### src/rtl/add_pipe_pkg.sv
// Shared types and constants for the add_pipe adder/subtractor slice.
package add_pipe_pkg;

    // Operation select carried on in_op.
    typedef enum logic {
        OP_ADD = 1'b0,
        OP_SUB = 1'b1
    } add_op_e;

    // Upper bound on the pipeline depth the top is built for.
    localparam int unsigned MAX_STAGES = 4;

    // Width of the optional completed-transaction counter.
    localparam int unsigned TXN_CNT_W = 16;

endpackage

### src/rtl/add_pipe_stage.sv
// One valid/ready register slice of the add_pipe pipeline.
// Holds a payload and its valid bit. It refills whenever it is empty or its
// contents are leaving this cycle, so a full chain streams without bubbles.
module add_pipe_stage
    import add_pipe_pkg::*;
#(
    parameter int unsigned PAYLOAD_W = 13
) (
    input  logic                 clk,
    input  logic                 rst_n,
    input  logic                 s_valid_i,
    output logic                 s_ready_o,
    input  logic [PAYLOAD_W-1:0] s_data_i,
    output logic                 m_valid_o,
    input  logic                 m_ready_i,
    output logic [PAYLOAD_W-1:0] m_data_o
);

    logic                 valid_q, valid_d;
    logic [PAYLOAD_W-1:0] data_q, data_d;

    // Slot can take new data when empty or when its occupant is leaving.
    assign s_ready_o = !valid_q || m_ready_i;
    assign m_valid_o = valid_q;
    assign m_data_o  = data_q;

    // Next state: load on upstream transfer, drain to empty otherwise; data is
    // only overwritten by a real transfer so the output holds after a drain.
    always_comb begin
        valid_d = valid_q;
        data_d  = data_q;
        if (s_ready_o) begin
            valid_d = s_valid_i;
            if (s_valid_i) begin
                data_d = s_data_i;
            end
        end
    end

    // Slot registers, cleared asynchronously.
    always_ff @(posedge clk or negedge rst_n) begin
        if (!rst_n) begin
            valid_q <= 1'b0;
            data_q  <= '0;
        end else begin
            valid_q <= valid_d;
            data_q  <= data_d;
        end
    end

endmodule

### src/rtl/add_pipe.sv
// Pipelined, back-pressurable adder/subtractor with tag passthrough.
// Arithmetic is combinational ahead of stage 0; the remaining stages delay
// result and tag. Define ADD_PIPE_CNT_EN to add the txn_cnt output and its
// 16-bit wrapping counter of completed output handshakes.
module add_pipe
    import add_pipe_pkg::*;
#(
    parameter int unsigned WIDTH  = 8,
    parameter int unsigned STAGES = 2,
    parameter int unsigned TAG_W  = 4
) (
    input  logic             clk,
    input  logic             rst_n,
    input  logic             in_valid,
    output logic             in_ready,
    input  logic [WIDTH-1:0] in_a,
    input  logic [WIDTH-1:0] in_b,
    input  logic             in_op,
    input  logic [TAG_W-1:0] in_tag,
    output logic             out_valid,
    input  logic             out_ready,
    output logic [WIDTH:0]   out_c,
    output logic [TAG_W-1:0] out_tag
`ifdef ADD_PIPE_CNT_EN
    ,
    output logic [TXN_CNT_W-1:0] txn_cnt
`endif
);

    localparam int unsigned PAYLOAD_W = WIDTH + 1 + TAG_W;

    // Handshake chain: index k is the input side of stage k, index STAGES is
    // the block output.
    logic [STAGES:0]       vld;
    logic [STAGES:0]       rdy;
    logic [PAYLOAD_W-1:0]  pay [0:STAGES];

    add_op_e               op;
    logic [WIDTH:0]        result;

    assign op = add_op_e'(in_op);

    // Add or subtract in WIDTH+1 bits; the top bit is carry or borrow.
    always_comb begin
        result = {1'b0, in_a} + {1'b0, in_b};
        if (op == OP_SUB) begin
            result = {1'b0, in_a} - {1'b0, in_b};
        end
    end

    assign vld[0]      = in_valid;
    assign pay[0]      = {result, in_tag};
    assign in_ready    = rdy[0];
    assign rdy[STAGES] = out_ready;
    assign out_valid   = vld[STAGES];
    assign {out_c, out_tag} = pay[STAGES];

    generate
        for (genvar gi = 0; gi < STAGES; gi++) begin : g_stage
            add_pipe_stage #(
                .PAYLOAD_W (PAYLOAD_W)
            ) u_stage (
                .clk       (clk),
                .rst_n     (rst_n),
                .s_valid_i (vld[gi]),
                .s_ready_o (rdy[gi]),
                .s_data_i  (pay[gi]),
                .m_valid_o (vld[gi+1]),
                .m_ready_i (rdy[gi+1]),
                .m_data_o  (pay[gi+1])
            );
        end
    endgenerate

`ifdef ADD_PIPE_CNT_EN
    logic [TXN_CNT_W-1:0] cnt_q, cnt_d;

    assign cnt_d   = (out_valid && out_ready) ? cnt_q + 1'b1 : cnt_q;
    assign txn_cnt = cnt_q;

    // Count completed output handshakes, wrapping naturally at 16 bits.
    always_ff @(posedge clk or negedge rst_n) begin
        if (!rst_n) begin
            cnt_q <= '0;
        end else begin
            cnt_q <= cnt_d;
        end
    end
`endif

endmodule

### config.mk
export PLATFORM = sky130hd
export DESIGN_NAME = add_pipe
export DESIGN_NICKNAME = d
export VERILOG_FILES = /design/src/rtl/add_pipe_pkg.sv /design/src/rtl/add_pipe_stage.sv /design/src/rtl/add_pipe.sv
export SDC_FILE = /design/constraint.sdc
export NUM_CORES = 1
export LEC_CHECK = 0
export BUFFER_PORTS_ARGS = -buffer_cell sky130_fd_sc_hd__clkbuf_2
export CORE_ASPECT_RATIO = 1.4
export CORE_MARGIN = 5
export CORE_UTILIZATION = 52
export DETAILED_ROUTE_END_ITERATION = 10
export GPL_TIMING_DRIVEN = 0
export PLACE_DENSITY = 0.79
export SLEW_MARGIN = 20
export SYNTH_ARGS = -nofsm -noshare
export SYNTH_HDL_FRONTEND = slang
export SYNTH_SLANG_ARGS = --single-unit
export TNS_END_PERCENT = 5
### constraint.sdc
create_clock -name clk -period 1.3 [get_ports clk]
set_input_delay 0.26 -clock clk [delete_from_list [all_inputs] [get_ports clk]]
set_output_delay 0.26 -clock clk [all_outputs]
set_load 0.005 [all_outputs]
== Word-level counts from Yosys, hierarchy flattened ==
Index checks and enable logic that the tools add are counted.

* Register bits after elaboration: 28
* Input bits: 25
* Output and inout port bits: 15
* Word-level logic and storage cells: 13

* $add $sub $neg: 2
* Mux-type cells: 1
* Reduce and logical (&&, ||, !) cells: 6

{| class="wikitable"
|+ Operator list
! operator !! number
|-
| 8-bit by 8-bit adder with 9-bit output || 1
|-
| 9-bit two-way mux || 1
|-
| 8-bit by 8-bit subtractor with 9-bit output || 1
|-
| 2-bit AND reduction || 2
|-
| 1-bit logical NOT || 2
|-
| 1-bit logical OR || 2
|}

== Logic depth before layout (Yosys ltp) ==
Gate-level depths: netlist (run 1).

* Depth in word-level cells: 4
* Depth in mapped cells: 10
* Mapped depth without buffers: 10

== Modules after synthesis ==
Synthesis (run 1) repeated with hierarchy kept, for this count alone.

* Cells, all modules: 134
* Area, all modules: 1732.9 sq um

{| class="wikitable"
|+ Modules (own cells, without submodules)
! module !! times used !! cells an instance !! area each (sq um) !! sequential area each (sq um)
|-
| add_pipe_stage || 2 || 31 || 586.8 || 350.3
|-
| add_pipe || 1 || 72 || 559.3 || 0.0
|}

== Least setup slack after synthesis (run 1) ==
OpenSTA, ideal clock, no wires.

* Kind: input port to flip-flop
* Start: input in_b[0]
* End: register g_stage[0].u_stage.data_q[12]
* Library setup time: 121 ps
* Arrival: 2027 ps
* Required time: 1179 ps
* Setup slack: -848 ps
* Cell stages on the path: 9
* Path buffers: 0
* Cell sequence: inv_1 -> ha_1 -> mux2_2 -> fa_1 -> or2b_2 -> a21oi_1 -> o21ai_2 -> xnor2_1 -> o21ai_1

* Longest elaborated chain between the ends: 2
* Elaborated cells on any way between the ends: 3
* Classes of those cells: 2 x add/sub; 1 x mux

{| class="wikitable"
|+ RTL lines
! what !! RTL line !! RTL
|-
| from (decl) || add_pipe.sv:17 || <nowiki>input logic [WIDTH-1:0] in_b,</nowiki>
|-
| 8-bit by 8-bit adder with 9-bit output / 8-bit by 8-bit subtractor with 9-bit output (equally long branches) || add_pipe.sv:45, add_pipe.sv:47 ||
|-
| 9-bit two-way mux (*) || add_pipe.sv:46 || <nowiki>if (op == OP_SUB) begin</nowiki>
|-
| to (signal assigned) || add_pipe_stage.sv:47 || <nowiki>data_q <= data_d;</nowiki>
|-
| to (decl) || add_pipe_stage.sv:20 || <nowiki>logic [PAYLOAD_W-1:0] data_q, data_d;</nowiki>
|}

Every way passes the cells marked *; elsewhere a longest branch is shown, timed or not.
A chain may end at the register's enable or synchronous reset.

== Worst setup path after layout (run 1) ==
* Start: input in_b[4]
* End: register g_stage[0].u_stage.data_q[12]

The elaborated chain is that of the path after synthesis.

==> results of run 1 <==
[Yosys cell counts, types with 2 or more instances]
cell type	n	area (um^2)
sky130_fd_sc_hd__dfrtp_1	28	701
sky130_fd_sc_hd__mux2_2	18	203
sky130_fd_sc_hd__nand2_1	11	41.3
sky130_fd_sc_hd__ha_1	9	113
sky130_fd_sc_hd__o21ai_0	8	40.0
sky130_fd_sc_hd__inv_1	7	26.3
sky130_fd_sc_hd__nand2b_1	7	43.8
sky130_fd_sc_hd__nor2_1	7	26.3
sky130_fd_sc_hd__xnor2_1	7	61.3
sky130_fd_sc_hd__a21oi_1	6	30.0
sky130_fd_sc_hd__xor2_1	4	35.0
sky130_fd_sc_hd__nor3_1	3	15.0
sky130_fd_sc_hd__a31oi_1	2	12.5
sky130_fd_sc_hd__buf_4	2	15.0
sky130_fd_sc_hd__o21a_1	2	15.0
sky130_fd_sc_hd__o31ai_1	2	15.0
[final cells by class]
class / count / area (um^2) / area share, %
clock buffers: 4 / 55.1 / 2.68
repair buffers: 48 / 310 / 15.1
well taps: 37 / 46.3 / 2.26
multi-input cells: 99 / 871 / 42.4
plain buffers: 4 / 35.0 / 1.71
flip-flops and latches: 28 / 701 / 34.1
inverters: 7 / 33.8 / 1.65
[layer usage]
metal,global-route usage (%),routed length (um),up-vias
met5,0,0,-
met4,8.38,61,0
met3,2.46,156,6
met2,29.7,1750,38
met1,16.9,1250,567
li1,-,-,588
[report_power, final]
group          switching, mW  internal, mW
sequential             0.117          1.10
combinational          0.408         0.509
clock                  0.248         0.271
[timing repair]
action | in CTS | in global routing
gates resized for setup | 18 | 20
hold endpoints to repair | 0 | 0
pin swaps | 9 | 18
buffers inserted | 4 | 6
endpoints found under the setup margin | 20 | 21
[layout by cell type, fill, tap and decap left out, drive strengths merged, types with 3 or more instances in the layout]
cell and count:
buf 15, mux2 18, xor2 4, inv 7, dfrtp 28, clkbuf 41
nor2 7, nand2 11, o21ai 10, nor3 3, ha 9, a21oi 6
nand2b 7, xnor2 7
[state kept, by name (all words and copies together), names as in the netlist]
name	count
g_stage.u_stage.m_data_o	26
g_stage.u_stage.m_valid_o	2
[cell families after synthesis]
group	after synthesis
mux	18
simple gates	32
xor+xnor	11
compound gates	28
fa+ha+maj	10
flops	28
buf+inv	11
[per-stage QoR]
stage | setup WS, ns | hold WS [ns] | setup TNS, ns
6_report | -0.576 | 0.00892 | -2.92
5_1_grt | -0.646 | 0.0705 | -3.45
4_1_cts | -0.547 | 0.0248 | -2.94
3_5_place_dp | -0.989 | 0.321 | -7.25
3_3_place_gp | -0.866 | 0.299 | -6.29
2_1_floorplan | -0.640 | -0.0356 | -3.46
[path summary, 6_finish.rpt]
path,from,endpoint,cells past startpoint
worst max-delay path,in_b[4],g_stage[0].u_stage.m_data_o[12]$_DFFE_PN0P_,10
worst min-delay path,rst_n,g_stage[1].u_stage.m_data_o[0]$_DFFE_PN0P_,1
worst max register to register,g_stage[0].u_stage.m_valid_o$_DFFE_PN0N_,g_stage[0].u_stage.m_data_o[3]$_DFFE_PN0P_,4
worst min register to register,g_stage[0].u_stage.m_data_o[4]$_DFFE_PN0P_,g_stage[0].u_stage.m_data_o[4]$_DFFE_PN0P_,2
max in group asynchronous,rst_n,g_stage[1].u_stage.m_valid_o$_DFFE_PN0P_,1
min in group clk,in_valid,g_stage[0].u_stage.m_valid_o$_DFFE_PN0N_,2
[critical path, cell delays in order]
cell and delay, ns:
sky130_fd_sc_hd__buf_8 0.10, sky130_fd_sc_hd__nor3_4 0.22, sky130_fd_sc_hd__a21oi_2 0.09, sky130_fd_sc_hd__xnor2_1 0.13, sky130_fd_sc_hd__ha_1 0.31, sky130_fd_sc_hd__a21o_1 0.22, sky130_fd_sc_hd__or3_4 0.39, sky130_fd_sc_hd__o21ai_2 0.13
sky130_fd_sc_hd__xnor2_1 0.12, sky130_fd_sc_hd__o21ai_1 0.08
==> insert_results.sql, run 1 <==
INSERT INTO impl_metrics (metric_group, metric, value, unit) VALUES
('run_status', 'result_of_the_run', 'finished, violations left', ''),
('run_status', 'violations', 'setup timing', ''),
('synthesis', 'synth_flop_cell', 'sky130_fd_sc_hd__dfrtp_1', ''),
('synthesis', 'post_synth_design_cell_area', '1520', 'um^2'),
('place', 'number_of_placed_cells_counting_well_taps', '213', ''),
('finish', 'finalCoreUtilization', '72.0', '%'),
('finish', 'final_area', '2050', 'um^2'),
('routing', 'postRouteAntennaNets', '0', ''),
('routing', 'drt_iter0_drc', '6', ''),
('synthesis', 'yosys.area_share.adder', '8.75', '%'),
('sta', 'report.final.hold_viol_count', '0', ''),
('cts', 'clock_sink_count', '28', ''),
('finish', 'post_layout_nonfiller_instances', '227', ''),
('floorplanning', 'initial_utilization', '53.2', '%'),
('cts', 'cts-htree-levels', '1', ''),
('floorplanning', 'die_width', '55.6', 'um'),
('routing', 'route.final.wire_length', '3.22', 'mm'),
('sta', 'setup_violations', '8', ''),
('synthesis', 'yosysWarningCount', '0', ''),
('global_route', 'antenna_found_initial', '0', ''),
('place', 'placed_area', '1790', 'um^2'),
('finish', 'areaGrowthSynthToFinish', '35.4', '%'),
('run', 'timing.max_cap.violations', '0', ''),
('global_route', 'wire_length_of_the_first_global_routing_pass', '5.13', 'mm'),
('cts', 'cts_inserted_buffers', '3', ''),
('global_route', 'track_usage', '15.8', '%'),
('worst_setup_path', 'worstPathMaxFanout', '3', ''),
('synthesis', 'xor_xnor_share_of_the_synthesized_area', '6.36', '%'),
('routing', 'detail_route.drc_violations', '0', ''),
('place', 'io_buffer_count', '38', ''),
('routing', 'drt_pass1_iterations', '4', ''),
('synthesis', 'count_of_flip_flops_with_a_built_in_enable_after_synthesis', '0', ''),
('global_route', 'grt_start_max_net_pins', '29', ''),
('floorplanning', 'die-area', '4110', 'um^2'),
('sta', 'setup_ws', '-0.576', 'ns'),
('worst_setup_path', 'timing.critical_path.arrival', '2.04', 'ns'),
('synthesis', 'synth.ff_latch_count', '28', ''),
('synthesis', 'synthDistinctLibCells', '31', ''),
('sta', 'finalCriticalPeriod', '1.88', 'ns'),
('finish', 'post_route_cells_drive_above_1_share', '50.0', '%'),
('synthesis', 'synth.avg_cell_area', '11.0', 'um^2'),
('finish', 'num-fill-cells', '205', ''),
('synthesis', 'synth_compound_gate_area_share', '11.6', '%'),
('sta', 'maxClockFrequency', '533', 'MHz'),
('synthesis', 'syn_inst', '138', ''),
('cts', 'hold_buffers', '0', ''),
('global_route', 'globalRouteOverflowTotal', '0', ''),
('cts', 'worst_skew_pair.late_latency', '0.27', 'ns'),
('global_route', 'vias_in_the_first_global_route', '1206', ''),
('cts', 'clockBufferDepth', '2', ''),
('finish', 'ant_diodes', '0', ''),
('min_path', 'path_type_of_the_worst_min_delay_path', 'in -> async', ''),
('power', 'fin_total_pwr', '2.65', 'mW'),
('cts', 'cts-root-buf', 'sky130_fd_sc_hd__clkbuf_8', ''),
('synthesis', 'ys_async_sr_fraction', '100', '%'),
('sta', 'worst_clock_skew', '0.00504', 'ns'),
('synthesis', 'yosysSeqAreaShare', '46.2', '%'),
('worst_setup_path', 'cp_data_required_time', '1.47', 'ns'),
('sta', 'finalMaxSlewViolations', '0', ''),
('worst_setup_path', 'setup.worst_path.end_class', 'flip-flop', ''),
('finish', 'final_nets', '226', ''),
('power', 'vdd_drop_max', '0.775', 'mV'),
('cts', 'tritoncts_clock_tree', 'yes', ''),
('floorplanning', 'core_region_area', '2850', 'um^2'),
('worst_setup_path', 'critical_path.startpoint_type', 'input pin', ''),
('sta', 'fin_crit_sh', '144', '%'),
('sta', 'rsz_0062_raised_after_global_routing', 'true', ''),
('worst_setup_path', 'rrSetupSlack', '0.05', 'ns'),
('routing', 'average_vias_per_placed_instance', '5.28', ''),
('sta', 'worst_slew_pin_slew', '0.667', 'ns'),
('power', 'power_density', '1290', 'nW/um^2');
Power figures use the tool's default switching activity.
==> run 2, diff against run 1 <==
CORE_UTILIZATION = 56   (was 52)
PLACE_DENSITY = 0.84   (was 0.79)
clock period = 2.4 ns   (was 1.3 ns; I/O delays follow)
==> insert_results.sql, run 2 (synthesized netlist as in run 1, its figures left out) <==
INSERT INTO impl_metrics (metric_group, metric, value, unit) VALUES
('sta', 'finalCriticalPeriod', '2.34', 'ns'),
('cts', 'hold_buffers', '0', ''),
('cts', 'cts_inserted_buffers', '3', ''),
('finish', 'finalCoreUtilization', '68.3', '%'),
('cts', 'clock_sink_count', '28', ''),
('worst_setup_path', 'cp_data_required_time', '2.66', 'ns'),
('run_status', 'result_of_the_run', 'finished clean', ''),
('routing', 'route.final.wire_length', '2.71', 'mm'),
('global_route', 'antenna_found_initial', '0', ''),
('sta', 'timing.max_slew.rel_slack', '57.5', '%'),
('run', 'timing.max_cap.violations', '0', ''),
('cts', 'worst_skew_pair.late_latency', '0.32', 'ns'),
('floorplanning', 'core_region_area', '2620', 'um^2'),
('global_route', 'vias_in_the_first_global_route', '1067', ''),
('place', 'hpwl_reported_at_the_end_of_detailed_placement', '2.30', 'mm'),
('floorplanning', 'top_level_ports', '40', ''),
('sta', 'hold_ws', '0.151', 'ns'),
('finish', 'areaGrowthSynthToFinish', '17.9', '%'),
('finish', 'most-common-layout-cells', 'sky130_fd_sc_hd__clkbuf_2, sky130_fd_sc_hd__dfrtp_1, sky130_fd_sc_hd__mux2_2', ''),
('place', 'preCtsSetupSlack', '-0.276', 'ns'),
('sta', 'report.final.hold_viol_count', '0', ''),
('worst_setup_path', 'worst-setup-path-type', 'in -> reg', ''),
('finish', 'final_nets', '216', ''),
('worst_setup_path', 'r2r_cells', '4', ''),
('floorplanning', 'placement_rows', '22', ''),
('power', 'fin_total_pwr', '1.29', 'mW'),
('finish', 'num-fill-cells', '213', ''),
('power', 'power_density', '720', 'nW/um^2'),
('finish', 'largest_register_ffs', '26', ''),
('routing', 'average_vias_per_placed_instance', '5.24', ''),
('worst_setup_path', 'critical_path.startpoint_type', 'input pin', ''),
('routing', 'wl_per_cell', '12.5', 'um'),
('place', 'placed_area', '1750', 'um^2'),
('sta', 'maxClockFrequency', '428', 'MHz'),
('cts', 'clk_transition_reported_paths', '0.13', 'ns'),
('cts', 'tritoncts_clock_tree', 'yes', ''),
('floorplanning', 'initial_utilization', '57.9', '%'),
('place', 'io_buffer_count', '38', ''),
('sta', 'worst_clock_skew', '0.00148', 'ns'),
('finish', 'post_route_cells_drive_above_1_share', '37.2', '%'),
('routing', 'drt_pass1_iterations', '4', ''),
('finish', 'final_area', '1790', 'um^2'),
('floorplanning', 'die-area', '3860', 'um^2'),
('floorplanning', 'die_width', '54.0', 'um'),
('finish', 'layout_commonest_cell', 'sky130_fd_sc_hd__clkbuf_2', ''),
('cts', 'post_cts.resized_instances', '0', ''),
('sta', 'finalSetupTns', '0', 'ns'),
('routing', 'num_vias', '1132', ''),
('sta', 'setup_ws', '0.0627', 'ns'),
('global_route', 'track_usage', '15.1', '%'),
('cts', 'cts-root-buf', 'sky130_fd_sc_hd__clkbuf_4', ''),
('floorplanning', 'fp.dieH', '71.5', 'um'),
('sta', 'fin_crit_sh', '97.4', '%'),
('worst_setup_path', 'timing.critical_path.arrival', '2.59', 'ns'),
('global_route', 'wire_length_of_the_first_global_routing_pass', '4.31', 'mm'),
('sta', 'setup_violations', '0', ''),
('min_path', 'path_type_of_the_worst_min_delay_path', 'in -> async', ''),
('finish', 'post_layout_nonfiller_instances', '216', ''),
('global_route', 'globalRouteOverflowTotal', '0', ''),
('routing', 'postRouteAntennaNets', '0', ''),
('cts', 'cts-htree-levels', '1', ''),
('routing', 'drt_iter0_drc', '13', ''),
('finish', 'ant_diodes', '0', ''),
('sta', 'worst_slew_pin_slew', '0.637', 'ns'),
('cts', 'cts_post_setup_buffers_inserted', '0', ''),
('worst_setup_path', 'worstPathMaxFanout', '4', ''),
('finish', 'sequential_cell_area', '701', 'um^2'),
('power', 'p_leak', '0.879', 'nW'),
('global_route', 'grt_start_max_net_pins', '29', ''),
('worst_setup_path', 'rrSetupSlack', '1.02', 'ns'),
('sta', 'finalMaxSlewViolations', '0', ''),
('place', 'number_of_placed_cells_counting_well_taps', '212', ''),
('power', 'vdd_drop_max', '0.368', 'mV'),
('place', 'gp_congestion', '0.757', ''),
('routing', 'detail_route.drc_violations', '0', ''),
('finish', 'multiInputGateArea', '764', 'um^2'),
('cts', 'clockBufferDepth', '2', ''),
('sta', 'rsz_0062_raised_after_global_routing', 'false', ''),
('worst_setup_path', 'setup.worst_path.end_class', 'flip-flop', '');
[run 2: layout make-up]
| cell class | count | area share [%] |
|---|---|---|
| Sequential cell | 28 | 39.2 |
| Inverter | 7 | 1.47 |
| Timing Repair Buffer | 38 | 10.6 |
| Clock buffer | 4 | 2.03 |
| Buffer | 4 | 1.33 |
| Tap cell | 36 | 2.52 |
| Multi-Input combinational cell | 99 | 42.8 |
[run 2: metal layers]
| metal | global-route usage, % | vias up | part of all wire, % |
|---|---|---|---|
| met5 | 0 | - | 0 |
| met4 | 6.82 | 0 | 2.1 |
| met3 | 2.08 | 5 | 6.6 |
| met2 | 29.6 | 41 | 54 |
| met1 | 14.3 | 520 | 37 |
| li1 | - | 566 | - |
[run 2: path summary, 6_finish.rpt]
kind | startpoint | to
worst max-delay path | in_b[0] | g_stage[0].u_stage.m_data_o[10]$_DFFE_PN0P_
worst min-delay path | rst_n | g_stage[1].u_stage.m_data_o[1]$_DFFE_PN0P_
worst max register to register | g_stage[1].u_stage.m_valid_o$_DFFE_PN0P_ | g_stage[1].u_stage.m_data_o[6]$_DFFE_PN0P_
worst min register to register | g_stage[0].u_stage.m_data_o[5]$_DFFE_PN0P_ | g_stage[0].u_stage.m_data_o[5]$_DFFE_PN0P_
max in group asynchronous | rst_n | g_stage[1].u_stage.m_data_o[10]$_DFFE_PN0P_
min in group clk | in_valid | g_stage[0].u_stage.m_valid_o$_DFFE_PN0N_
[run 2: where the power goes]
part	internal [mW]	switching (mW)
registers	0.596	0.0629
clock network	0.0929	0.124
logic	0.223	0.188
total	0.912	0.375
[run 2: critical path, cell delays in order]
cell	delay [ns]
sky130_fd_sc_hd__clkbuf_2	0.11
sky130_fd_sc_hd__inv_1	0.05
sky130_fd_sc_hd__ha_1	0.27
sky130_fd_sc_hd__mux2_2	0.29
sky130_fd_sc_hd__fa_1	0.45
sky130_fd_sc_hd__or2b_2	0.33
sky130_fd_sc_hd__a21oi_1	0.26
sky130_fd_sc_hd__nor2_1	0.09
sky130_fd_sc_hd__xor2_1	0.14
sky130_fd_sc_hd__o21ai_0	0.13
==> run 3, diff against run 2 <==
CORE_MARGIN = 2   (was 5)
CORE_UTILIZATION = 47   (was 56)
PLACE_DENSITY = 0.75   (was 0.84)
clock period = 1.9 ns   (was 2.4 ns; I/O delays follow)
==> insert_results.sql, run 3 (synthesized netlist as in run 1, its figures left out) <==
INSERT INTO impl_metrics (metric_group, metric, value, unit) VALUES
('finish', 'ant_diodes', '0', ''),
('place', 'preCtsSetupSlack', '-0.459', 'ns'),
('finish', 'final_nets', '222', ''),
('finish', 'num-fill-cells', '253', ''),
('routing', 'detail_route.drc_violations', '0', ''),
('finish', 'post_layout_nonfiller_instances', '224', ''),
('sta', 'finalCriticalPeriod', '1.98', 'ns'),
('sta', 'setup_violations', '3', ''),
('floorplanning', 'initial_utilization', '49.0', '%'),
('routing', 'drt_pass1_iterations', '4', ''),
('worst_setup_path', 'setup.worst_path.end_class', 'flip-flop', ''),
('routing', 'drt_iter0_drc', '6', ''),
('sta', 'setup_ws', '-0.0827', 'ns'),
('finish', 'most-common-layout-cells', 'sky130_fd_sc_hd__clkbuf_2, sky130_fd_sc_hd__dfrtp_1, sky130_fd_sc_hd__mux2_2', ''),
('sta', 'report.final.hold_viol_count', '0', ''),
('sta', 'finalMaxSlewViolations', '0', ''),
('power', 'vdd_drop_max', '0.494', 'mV'),
('run_status', 'result_of_the_run', 'finished, violations left', ''),
('floorplanning', 'fp.dieH', '71.2', 'um'),
('floorplanning', 'placement_rows', '24', ''),
('worst_setup_path', 'worst-setup-path-type', 'in -> reg', ''),
('place', 'gp_congestion', '0.772', ''),
('worst_setup_path', 'critical_path.startpoint_type', 'input pin', ''),
('sta', 'rsz_0062_raised_after_global_routing', 'true', ''),
('run_status', 'violations', 'setup timing', ''),
('cts', 'clock_sink_count', '28', ''),
('routing', 'average_vias_per_placed_instance', '5.05', ''),
('routing', 'num_vias', '1131', ''),
('global_route', 'globalRouteOverflowTotal', '0', ''),
('routing', 'met1_length', '1.08', 'mm'),
('cts', 'tritoncts_clock_tree', 'yes', ''),
('floorplanning', 'core_region_area', '3090', 'um^2'),
('sta', 'hold_ws', '0.127', 'ns'),
('floorplanning', 'die-area', '3700', 'um^2'),
('cts', 'cts_inserted_buffers', '3', ''),
('power', 'fin_total_pwr', '1.70', 'mW'),
('routing', 'postRouteAntennaNets', '0', ''),
('cts', 'clk_transition_reported_paths', '0.08', 'ns'),
('sta', 'worst_clock_skew', '0.00247', 'ns'),
('finish', 'areaGrowthSynthToFinish', '29.3', '%'),
('routing', 'wl_per_cell', '12.7', 'um'),
('run', 'timing.max_cap.violations', '0', ''),
('cts', 'cts-htree-levels', '1', ''),
('finish', 'largest_register_ffs', '26', ''),
('routing', 'met3RoutedLength', '139', 'um'),
('worst_setup_path', 'timing.critical_path.arrival', '2.17', 'ns'),
('global_route', 'wire_length_of_the_first_global_routing_pass', '4.97', 'mm'),
('place', 'io_buffer_count', '38', ''),
('routing', 'highest_layer', 'met4', ''),
('place', 'hpwl_reported_at_the_end_of_detailed_placement', '2.32', 'mm'),
('floorplanning', 'die_width', '52.0', 'um'),
('finish', 'post_route_cells_drive_above_1_share', '44.9', '%'),
('worst_setup_path', 'rrSetupSlack', '0.52', 'ns'),
('global_route', 'grt_start_max_net_pins', '29', ''),
('finish', 'layout_commonest_cell', 'sky130_fd_sc_hd__clkbuf_2', ''),
('sta', 'timing.max_slew.rel_slack', '56.5', '%'),
('sta', 'fin_crit_sh', '104', '%'),
('power', 'p_leak', '0.937', 'nW'),
('min_path', 'path_type_of_the_worst_min_delay_path', 'in -> async', ''),
('power', 'power_density', '868', 'nW/um^2'),
('routing', 'dr_wl_met2', '1.59', 'mm'),
('cts', 'hold_buffers', '0', ''),
('cts', 'clockBufferDepth', '2', ''),
('worst_setup_path', 'worstPathMaxFanout', '3', ''),
('global_route', 'vias_in_the_first_global_route', '1209', ''),
('cts', 'worst_skew_pair.late_latency', '0.26', 'ns'),
('floorplanning', 'top_level_ports', '40', ''),
('sta', 'maxClockFrequency', '504', 'MHz'),
('sta', 'worst_slew_pin_slew', '0.652', 'ns'),
('place', 'number_of_placed_cells_counting_well_taps', '215', ''),
('global_route', 'antenna_found_initial', '0', ''),
('routing', 'route.final.wire_length', '2.85', 'mm'),
('cts', 'cts-root-buf', 'sky130_fd_sc_hd__clkbuf_8', ''),
('worst_setup_path', 'cp_data_required_time', '2.09', 'ns'),
('global_route', 'track_usage', '17.8', '%');
-- run 3: cell types whose count changed in the layout (fill, tap and decap cells not counted), moves of 3 or more --
cell | before | now
sky130_fd_sc_hd__buf_4 | 2 | 8
sky130_fd_sc_hd__a21oi_1 | 6 | 2
sky130_fd_sc_hd__a21oi_2 | 0 | 3
sky130_fd_sc_hd__clkbuf_2 | 38 | 35
sky130_fd_sc_hd__clkbuf_4 | 3 | 0
-- run 3: per-layer routing --
metal / global-route usage (%) / vias to the layer above
li1: - / 576
met1: 18.2 / 516
met2: 34.6 / 35
met3: 1.90 / 4
met4: 7.60 / 0
met5: 0 / -
-- run 3: stage by stage --
stage               setup TNS (ns)  area [um^2]  util (%)
global route                -0.653         1960      63.3
detailed placement           -2.01         1800      58.1
floorplan                   -0.457         1560         -
CTS                         -0.245         1940      62.7
global placement             -1.64         1800      58.1
finish                      -0.183         1960      63.3
-- run 3: final timing paths --
path                                                          endpoint                                  startpoint  depth (start not counted)
min reg2reg                 g_stage[0].u_stage.m_data_o[6]$_DFFE_PN0P_  g_stage[0].u_stage.m_data_o[6]$_DFFE_PN0P_                          2
max                        g_stage[0].u_stage.m_data_o[10]$_DFFE_PN0P_                                     in_b[0]                         10
max reg2reg                g_stage[1].u_stage.m_data_o[11]$_DFFE_PN0P_    g_stage[1].u_stage.m_valid_o$_DFFE_PN0P_                          4
min in group clk              g_stage[0].u_stage.m_valid_o$_DFFE_PN0N_                                    in_valid                          2
max in group asynchronous   g_stage[0].u_stage.m_data_o[3]$_DFFE_PN0P_                                       rst_n                          1
min                         g_stage[1].u_stage.m_data_o[0]$_DFFE_PN0P_                                       rst_n                          1
-- run 3: cell type report --
| cell class | instances | area (um^2) | area share (%) |
|---|---|---|---|
| Multi-Input combinational cell | 99 | 833 | 42.5 |
| Timing Repair Buffer | 44 | 275 | 14.0 |
| Inverter | 7 | 36.3 | 1.85 |
| Clock buffer | 3 | 41.3 | 2.11 |
| Buffer | 4 | 23.8 | 1.21 |
| Tap cell | 39 | 48.8 | 2.49 |
| Sequential cell | 28 | 701 | 35.8 |
-- run 3: where the power goes --
group	switching (mW)	leakage, nW	internal [mW]
sequential	0.0792	0.335	0.754
clock	0.152	0.0216	0.142
combinational	0.257	0.581	0.316
-- run 3: worst max-delay path, cell delays in order --
cell                        delay [ns]
sky130_fd_sc_hd__clkbuf_16        0.13
sky130_fd_sc_hd__inv_6            0.04
sky130_fd_sc_hd__ha_4             0.19
sky130_fd_sc_hd__mux2_4           0.28
sky130_fd_sc_hd__fa_2             0.34
sky130_fd_sc_hd__or2b_4           0.28
sky130_fd_sc_hd__a21oi_4          0.17
sky130_fd_sc_hd__nor2_1           0.06
sky130_fd_sc_hd__xor2_1           0.16
sky130_fd_sc_hd__o21ai_1          0.14
-- run 3: repair_timing --
action                                  4_1_cts  5_1_grt
gates resized for setup                      12        4
pin swaps                                     6        7
endpoints found under the setup margin        5        5
setup buffers                                 5        1
